File: src/rtl/regfile_wr_arbiter_if.sv
// rtl/regfile_wr_arbiter_if.sv - writeback request bus shared by all requesters
interface regfile_wr_arbiter_if #(
  parameter int NREQ   = 2,
  parameter int ADDR_W = 3,
  parameter int DATA_W = 16
);
  logic [NREQ-1:0]        req_valid;
  logic [NREQ*ADDR_W-1:0] req_addr;
  logic [NREQ*DATA_W-1:0] req_data;
  logic [NREQ-1:0]        req_ready;
  logic                   wr_hold;

  modport master (
    output req_valid, req_addr, req_data, wr_hold,
    input  req_ready
  );

  modport slave (
    input  req_valid, req_addr, req_data, wr_hold,
    output req_ready
  );
endinterface

File: src/rtl/regfile_wr_arbiter.sv
// rtl/regfile_wr_arbiter.sv - round-robin (or RFARB_FIXED_PRIORITY_EN fixed priority) register file write port arbiter
module regfile_wr_arbiter #(
  parameter int NREQ   = 2,
  parameter int ADDR_W = 3,
  parameter int DATA_W = 16
) (
  input  logic               clk,
  input  logic               rst_n,
  regfile_wr_arbiter_if.slave req,
  output logic               sig_regWrite,
  output logic [ADDR_W-1:0]  wrReg_addr,
  output logic [DATA_W-1:0]  wr_data,
  output logic [1:0]         grant_id,
  output logic [15:0]        wr_count
);

  logic [1:0] last_grant;
  logic [1:0] sel;
  logic       found;
  logic       accept;

  // Scan from lowest to highest priority so the last match is the winner.
  always_comb begin
    sel   = '0;
    found = 1'b0;
    for (int k = NREQ; k >= 1; k--) begin
`ifdef RFARB_FIXED_PRIORITY_EN
      if (req.req_valid[k-1]) begin
        sel   = 2'(k - 1);
        found = 1'b1;
      end
`else
      if (req.req_valid[(int'(last_grant) + k) % NREQ]) begin
        sel   = 2'((int'(last_grant) + k) % NREQ);
        found = 1'b1;
      end
`endif
    end
  end

  assign accept        = found & ~req.wr_hold & rst_n;
  assign req.req_ready = accept ? (NREQ'(1) << sel) : '0;

  always_ff @(posedge clk or negedge rst_n) begin
    if (!rst_n) begin
      sig_regWrite <= 1'b0;
      wrReg_addr   <= '0;
      wr_data      <= '0;
      grant_id     <= '0;
      wr_count     <= '0;
      last_grant   <= 2'(NREQ - 1);
    end else begin
      if (sig_regWrite) wr_count <= wr_count + 16'd1;
      sig_regWrite <= accept;
      if (accept) begin
        wrReg_addr <= req.req_addr[int'(sel)*ADDR_W +: ADDR_W];
        wr_data    <= req.req_data[int'(sel)*DATA_W +: DATA_W];
        grant_id   <= sel;
        last_grant <= sel;
      end
    end
  end

endmodule

File: src/flat_wrapper.sv
// flat-port wrapper written by rule: the top's interface ports become plain ports
module regfile_wr_arbiter_flat 
#(
  parameter int NREQ   = 2,
  parameter int ADDR_W = 3,
  parameter int DATA_W = 16
)
  (clk, rst_n, sig_regWrite, wrReg_addr, wr_data, grant_id, wr_count, req_req_valid, req_req_addr, req_req_data, req_wr_hold, req_req_ready);
  regfile_wr_arbiter_if #(.NREQ(NREQ), .ADDR_W(ADDR_W), .DATA_W(DATA_W)) req_i ();
  input  logic clk;
  input  logic rst_n;
  output logic sig_regWrite;
  output logic [ADDR_W-1:0] wrReg_addr;
  output logic [DATA_W-1:0] wr_data;
  output logic [1:0] grant_id;
  output logic [15:0] wr_count;
  input wire logic [$bits(req_i.req_valid)-1:0] req_req_valid;
  input wire logic [$bits(req_i.req_addr)-1:0] req_req_addr;
  input wire logic [$bits(req_i.req_data)-1:0] req_req_data;
  input wire logic [$bits(req_i.wr_hold)-1:0] req_wr_hold;
  output wire logic [$bits(req_i.req_ready)-1:0] req_req_ready;
  assign req_i.req_valid = req_req_valid;
  assign req_i.req_addr = req_req_addr;
  assign req_i.req_data = req_req_data;
  assign req_i.wr_hold = req_wr_hold;
  assign req_req_ready = req_i.req_ready;
  regfile_wr_arbiter #(.NREQ(NREQ), .ADDR_W(ADDR_W), .DATA_W(DATA_W)) u_core (.clk(clk), .rst_n(rst_n), .req(req_i), .sig_regWrite(sig_regWrite), .wrReg_addr(wrReg_addr), .wr_data(wr_data), .grant_id(grant_id), .wr_count(wr_count));
endmodule
File: config.mk
export PLATFORM = sky130hd
export DESIGN_NAME = regfile_wr_arbiter_flat
export DESIGN_NICKNAME = d
export VERILOG_FILES = /design/src/rtl/regfile_wr_arbiter_if.sv /design/src/rtl/regfile_wr_arbiter.sv /design/src/flat_wrapper.sv
export SDC_FILE = /design/constraint.sdc
export NUM_CORES = 1
export LEC_CHECK = 0
export ABC_AREA = 1
export CAP_MARGIN = 0
export CORE_ASPECT_RATIO = 2
export CORE_MARGIN = 5
export CORE_UTILIZATION = 38
export CTS_CLUSTER_DIAMETER = 60
export DETAILED_ROUTE_END_ITERATION = 8
export GPL_TIMING_DRIVEN = 1
export PLACE_DENSITY = 0.85
export SETUP_SLACK_MARGIN = 0.4
export SYNTH_ARGS = -nofsm -noshare
export SYNTH_HDL_FRONTEND = slang
export SYNTH_SLANG_ARGS = --single-unit
File: constraint.sdc
create_clock -name clk -period 1.2 [get_ports clk]
set_input_delay 0.24 -clock clk [delete_from_list [all_inputs] [get_ports clk]]
set_output_delay 0.24 -clock clk [all_outputs]
set_load 0.05 [all_outputs]
---- Yosys cells after proc, flatten, opt, wreduce, memory -nomap -nowiden ----
Index checks and enable logic that the tools add are counted.
operators by class
  bitwise gates (word level) .............. 5
  $mul .................................... 1
  muxes and demuxes ....................... 11
  shifts and indexed selects .............. 3
  order comparisons ....................... 2
  add/subtract/negate cells ............... 3
operators with widths
  cell                                                                  number
  32-bit by 7-bit variable part select with 16-bit output               1
  6-bit by 32-bit variable part select with 3-bit output                1
  16-bit by 1-bit adder with 16-bit output, second input constant       1
  1-bit two-way mux                                                     8
  2-bit by 3-bit < comparator with 1-bit output, second input constant  2
  2-bit two-way mux                                                     3
  2-bit by 2-bit multiplier with 4-bit output, second input constant    1
  1-bit adder, second input constant                                    2
  1-bit bitwise AND                                                     2
  1-bit bitwise AND, first input constant                               2
  1-bit by 2-bit << shifter with 2-bit output, first input constant     1
  1-bit NOT                                                             1
word-level totals
  register bits ........................... 39
  input bits .............................. 43
  output and inout bits ................... 40
  word-level logic and storage cells ...... 31

---- Logic depth before layout (Yosys ltp) ----
Gate-level depths: netlist of run 1.
  depth in word-level cells ............... 10
  mapped depth ............................ 7
  depth with buffers taken out ............ 7

---- Worst setup path before layout of run 1 ----
Ideal clock, no wire load.
  path type ............................... reg-to-reg
  start point ............................. register u_core.wr_count[0]
  end point ............................... register u_core.wr_count[8]
  cell stages (with the launch flop) ...... 6
  data required time ...................... 1.057 ns
  data arrival time ....................... 1.478 ns
  setup time .............................. 0.143 ns
  path slack .............................. -0.421 ns
  clock period less this slack ............ 1.621 ns
  buffers on the path ..................... 0
  cells stage by stage .................... dfrtp_1 -> ha_1 -> nand4_1 -> nor2_2 -> nand2_2 -> xnor2_1
between the ends
  cells in the longest elaborated chain, start to end .. 1
RTL lines
  what                                      line                      text
  start, declared                           regfile_wr_arbiter.sv:14  output logic [15:0] wr_count
  start signal, assigned                    regfile_wr_arbiter.sv:53  if (sig_regWrite) wr_count <= wr_count + 16'd1;
  16-bit by 1-bit adder with 16-bit output  regfile_wr_arbiter.sv:53
Every way passes these cells.
A chain may end at the register's enable or synchronous reset.

---- Worst setup path after layout of run 1 ----
  start point ............................. register u_core.last_grant[0]
  end point ............................... output port req_req_ready[0]
between the ends
  cells in the longest elaborated chain, start to end .. 9
  elaborated cells on any way between the ends .. 18
  classes of those cells .................. add/sub (2); shift (1); mux (11); bitwise (4)
RTL lines
  what                                                   line                                                text
  start, declared                                        regfile_wr_arbiter.sv:17                            logic [1:0] last_grant;
  start signal, assigned                                 regfile_wr_arbiter.sv:51                            last_grant <= 2'(NREQ - 1);
  start signal, assigned                                 regfile_wr_arbiter.sv:59                            last_grant <= sel;
  1-bit adder                                            regfile_wr_arbiter.sv:33, regfile_wr_arbiter.sv:34
  1-bit two-way mux (not written as such) (3 in series)  regfile_wr_arbiter.sv:33                            if (req.req_valid[(int'(last_grant) + k) % NREQ]) begin
  1-bit two-way mux (2 in series)                        regfile_wr_arbiter.sv:33
  1-bit bitwise AND (2 in series)                        regfile_wr_arbiter.sv:41                            assign accept = found & ~req.wr_hold & rst_n;
  2-bit two-way mux (*)                                  regfile_wr_arbiter.sv:42                            assign req.req_ready = accept ? (NREQ'(1) << sel) : '0;
  end, declared                                          flat_wrapper.sv:21                                  output wire logic [$bits(req_i.req_ready)-1:0] req_req_ready;
Every way passes the cells marked *; elsewhere a longest branch is shown, timed or not. The select of a mux whose other input is x is not followed.

==> run_results.csv, run 1 <==
group,metric,value,unit
layout,finalNetCount,411,
critical_path,arrival,1410,ps
timing,fin_crit_sh,1.378,
timing,min_period,1654,ps
die,pin_count,83,
cts,cts_buffer_depth,2,
grt,grt_pass1_wl,10.64,mm
synthesis,yosys-top-cells-count,"93 x nand2_1, 37 x dfrtp_1, 27 x nand3_1",
grt,grt_pass1_vias,2309,
timing,fin_skew,15.94,ps
run_status,violations,"negative setup slack",
timing,finalSetupViolations,40,
grt,gr-total-overflow,0,
cts,hold_buffers,0,
synthesis,synth.cell_area,1859,sq um
timing,drv_slew,0,
synthesis,synth-seq-cells,38,
pwr,fin_total_pwr,6574,uW
die,rows,36,
place,placed_area,3273,sq um
synthesis,yosysTopAreaCellShare,0.4980,
pwr,vdd_drop_max,1557,uV
layout,area_growth,119.9,%
synthesis,syn-num-nets,278,
routing,wl_per_cell,19.19,um
routing,drt_iter0_markers,98,
die,die-width,59.46,um
timing,timing.fmax,604.6,MHz
synthesis,synth_top_area_cell,"dfrtp_1",
cts,htree_num_levels,2,
layout,final_cells,425,
synthesis,syn_area_per_cell,7.946,sq um
place,hpwl,4.483,mm
cts,cts_sinks,38,
synthesis,yosys_warnings,0,
run_status,status,"finished, violations left",
cts,cts_buffers,5,
synthesis,ys_seq_area_frac,0.5121,
routing,drcViolationCount,0,
grt,grt_usage,0.2210,
routing,viasPerCell,5.313,
cts,clock_latency,290,ps
critical_path,crit_fanout,2,
run,drv_cap,0,
critical_path,crit_path_end_kind,"output pin",
critical_path,startpoint_type,"flop",
die,die-height,108.9,um
synthesis,async_reset_ff_frac,1.000,
synthesis,synthTopCellsByArea,"dfrtp_1 50%, nand2_1 19%, nand3_1 7.3%",
timing,grt_setup_unrepaired,"true",
die,dieArea,6476,sq um
grt,antenna_found_initial,0,
critical_path,critical_path_class,"flop to output pin",
synthesis,synthCells,234,
routing,wl,8.156,mm
synthesis,synth.most_common_cell,"nand2_1",
cts,clk_pin_slew_worst_paths,90,ps
cts,cts_root_buffer,"clkbuf_8",
cts,cts_tree,"built",
critical_path,cp_data_required_time,960,ps
place,dp.cells,380,
die,start_util,0.3858,
grt,grt_max_degree,39,
place,place_ws,-455.5,ps
min_path,hp-class,"primary input to async pin",
pwr,powerDensity,1608,nW/um^2
routing,vias,2258,
timing,tns,-7934,ps
timing,setup_slack,-454.1,ps
synthesis,ys_types,17,
routing,ant_nets,0,
layout,n_antenna_cell,0,
layout,drive_gt1_frac,0.5815,
place,port_buffers,81,
routing,first_pass_iters,6,
die,core,4820,sq um
place,gp_congestion,0.8267,
synthesis,ys.flop_type,"dfrtp_1",
pwr,p_leak,0.001972,uW
layout,stdcell_area,4089,sq um
timing,hold_viol_final,0,
synthesis,synth_edf_count,0,
-- power breakdown --
part / internal (uW) / switching, uW / total, uW
clock network: 888 / 478 / 1370
registers: 1540 / 324 / 1860
logic: 1760 / 1590 / 3350
-- critical path: stages, from the launching register on --
cell     delay, ps
dfstp_2        590
nand2_2         60
nand2_2         80
inv_2           50
nor2_4          90
buf_6          120
buf_12         130
-- cells by family after synthesis --
kind of cell | count (synthesis) | synth area share
fa+ha+maj | 1 | 0.006728
simple gates | 152 | 0.3594
buf+inv | 33 | 0.07739
flops | 38 | 0.5121
xor+xnor | 9 | 0.04240
other cells | 1 | 0.002017
-- metal layers --
layer / vias up / share of wire / track usage
met4: 0 / 0.037 / 0.1248
met1: 1130 / 0.33 / 0.1955
met2: 111 / 0.58 / 0.4194
met5: - / 0 / 0
met3: 33 / 0.058 / 0.06043
li1: 984 / - / -
-- cells in the final DEF (no fill, tap or decap), drive strengths merged --
| cell | netlist | routed |
|---|---|---|
| buf | 8 | 95 |
| nand3 | 27 | 27 |
| and2b | 1 | 1 |
| nor3 | 1 | 1 |
| xnor2 | 3 | 3 |
| nor2 | 18 | 18 |
| dfstp | 1 | 1 |
| clkdlybuf4s50 | 0 | 38 |
| clkbuf | 0 | 7 |
| conb | 1 | 1 |
| inv | 25 | 25 |
| dfrtp | 37 | 37 |
| nand2 | 96 | 96 |
| xor2 | 6 | 6 |
| ha | 1 | 1 |
| nand4 | 9 | 9 |
| bufinv | 0 | 2 |
-- timing repair --
item,4_1_cts,5_1_grt
pin swaps,26,13
gates resized for setup,46,69
cloned,1,0
buffers inserted,28,8
endpoints found under the setup margin,77,77
-- state kept, by name (all words and copies together), names as in the netlist --
name / cells
u_core.wr_count: 16
u_core.grant_id: 1
u_core.sig_regWrite: 1
u_core.wrReg_addr: 3
u_core.last_grant: 1
u_core.wr_data: 16
-- final cells by class --
cell class | instances | area, sq um
Tap cell | 57 | 71.32
Clock inverter | 2 | 60.06
Multi-Input combinational cell | 163 | 1076
Timing Repair Buffer | 134 | 1707
Sequential cell | 38 | 998.5
Clock buffer | 6 | 82.58
Inverter | 25 | 93.84
Fill cell | 190 | 730.7
-- worst paths after layout --
check | slack, ps | startpoint | depth (start not counted) | to
max in group asynchronous | 770 | rst_n | 2 | u_core.wr_count[13]
hold reg to reg | 540 | u_core.wr_data[13] | 2 | u_core.wr_data[13]
hold / removal | 50 | rst_n | 2 | u_core.wr_count[4]
setup reg to reg | -350 | u_core.last_grant[0] | 10 | u_core.wr_data[5]
setup / recovery | -450 | u_core.last_grant[0] | 6 | req_req_ready[0]
min in group clk | 510 | req_req_data[7] | 3 | u_core.wr_data[7]
-- stage by stage --
step | hold WS, ps | utilization
floorplan | -55.59 | -
global placement | 382.5 | 0.6791
detailed placement | 379.7 | 0.6791
CTS | 64.11 | 0.7902
global route | 94.54 | 0.8484
finish | 46.12 | 0.8484
No activity file was read; power rests on OpenSTA's default activity.
==> run 2: changes to the inputs <==
- ABC_CLOCK_PERIOD_IN_PS: default -> 1200
==> results of run 2 <==
Same layout as run 1: the final DEF is identical, and so are final timing and power.
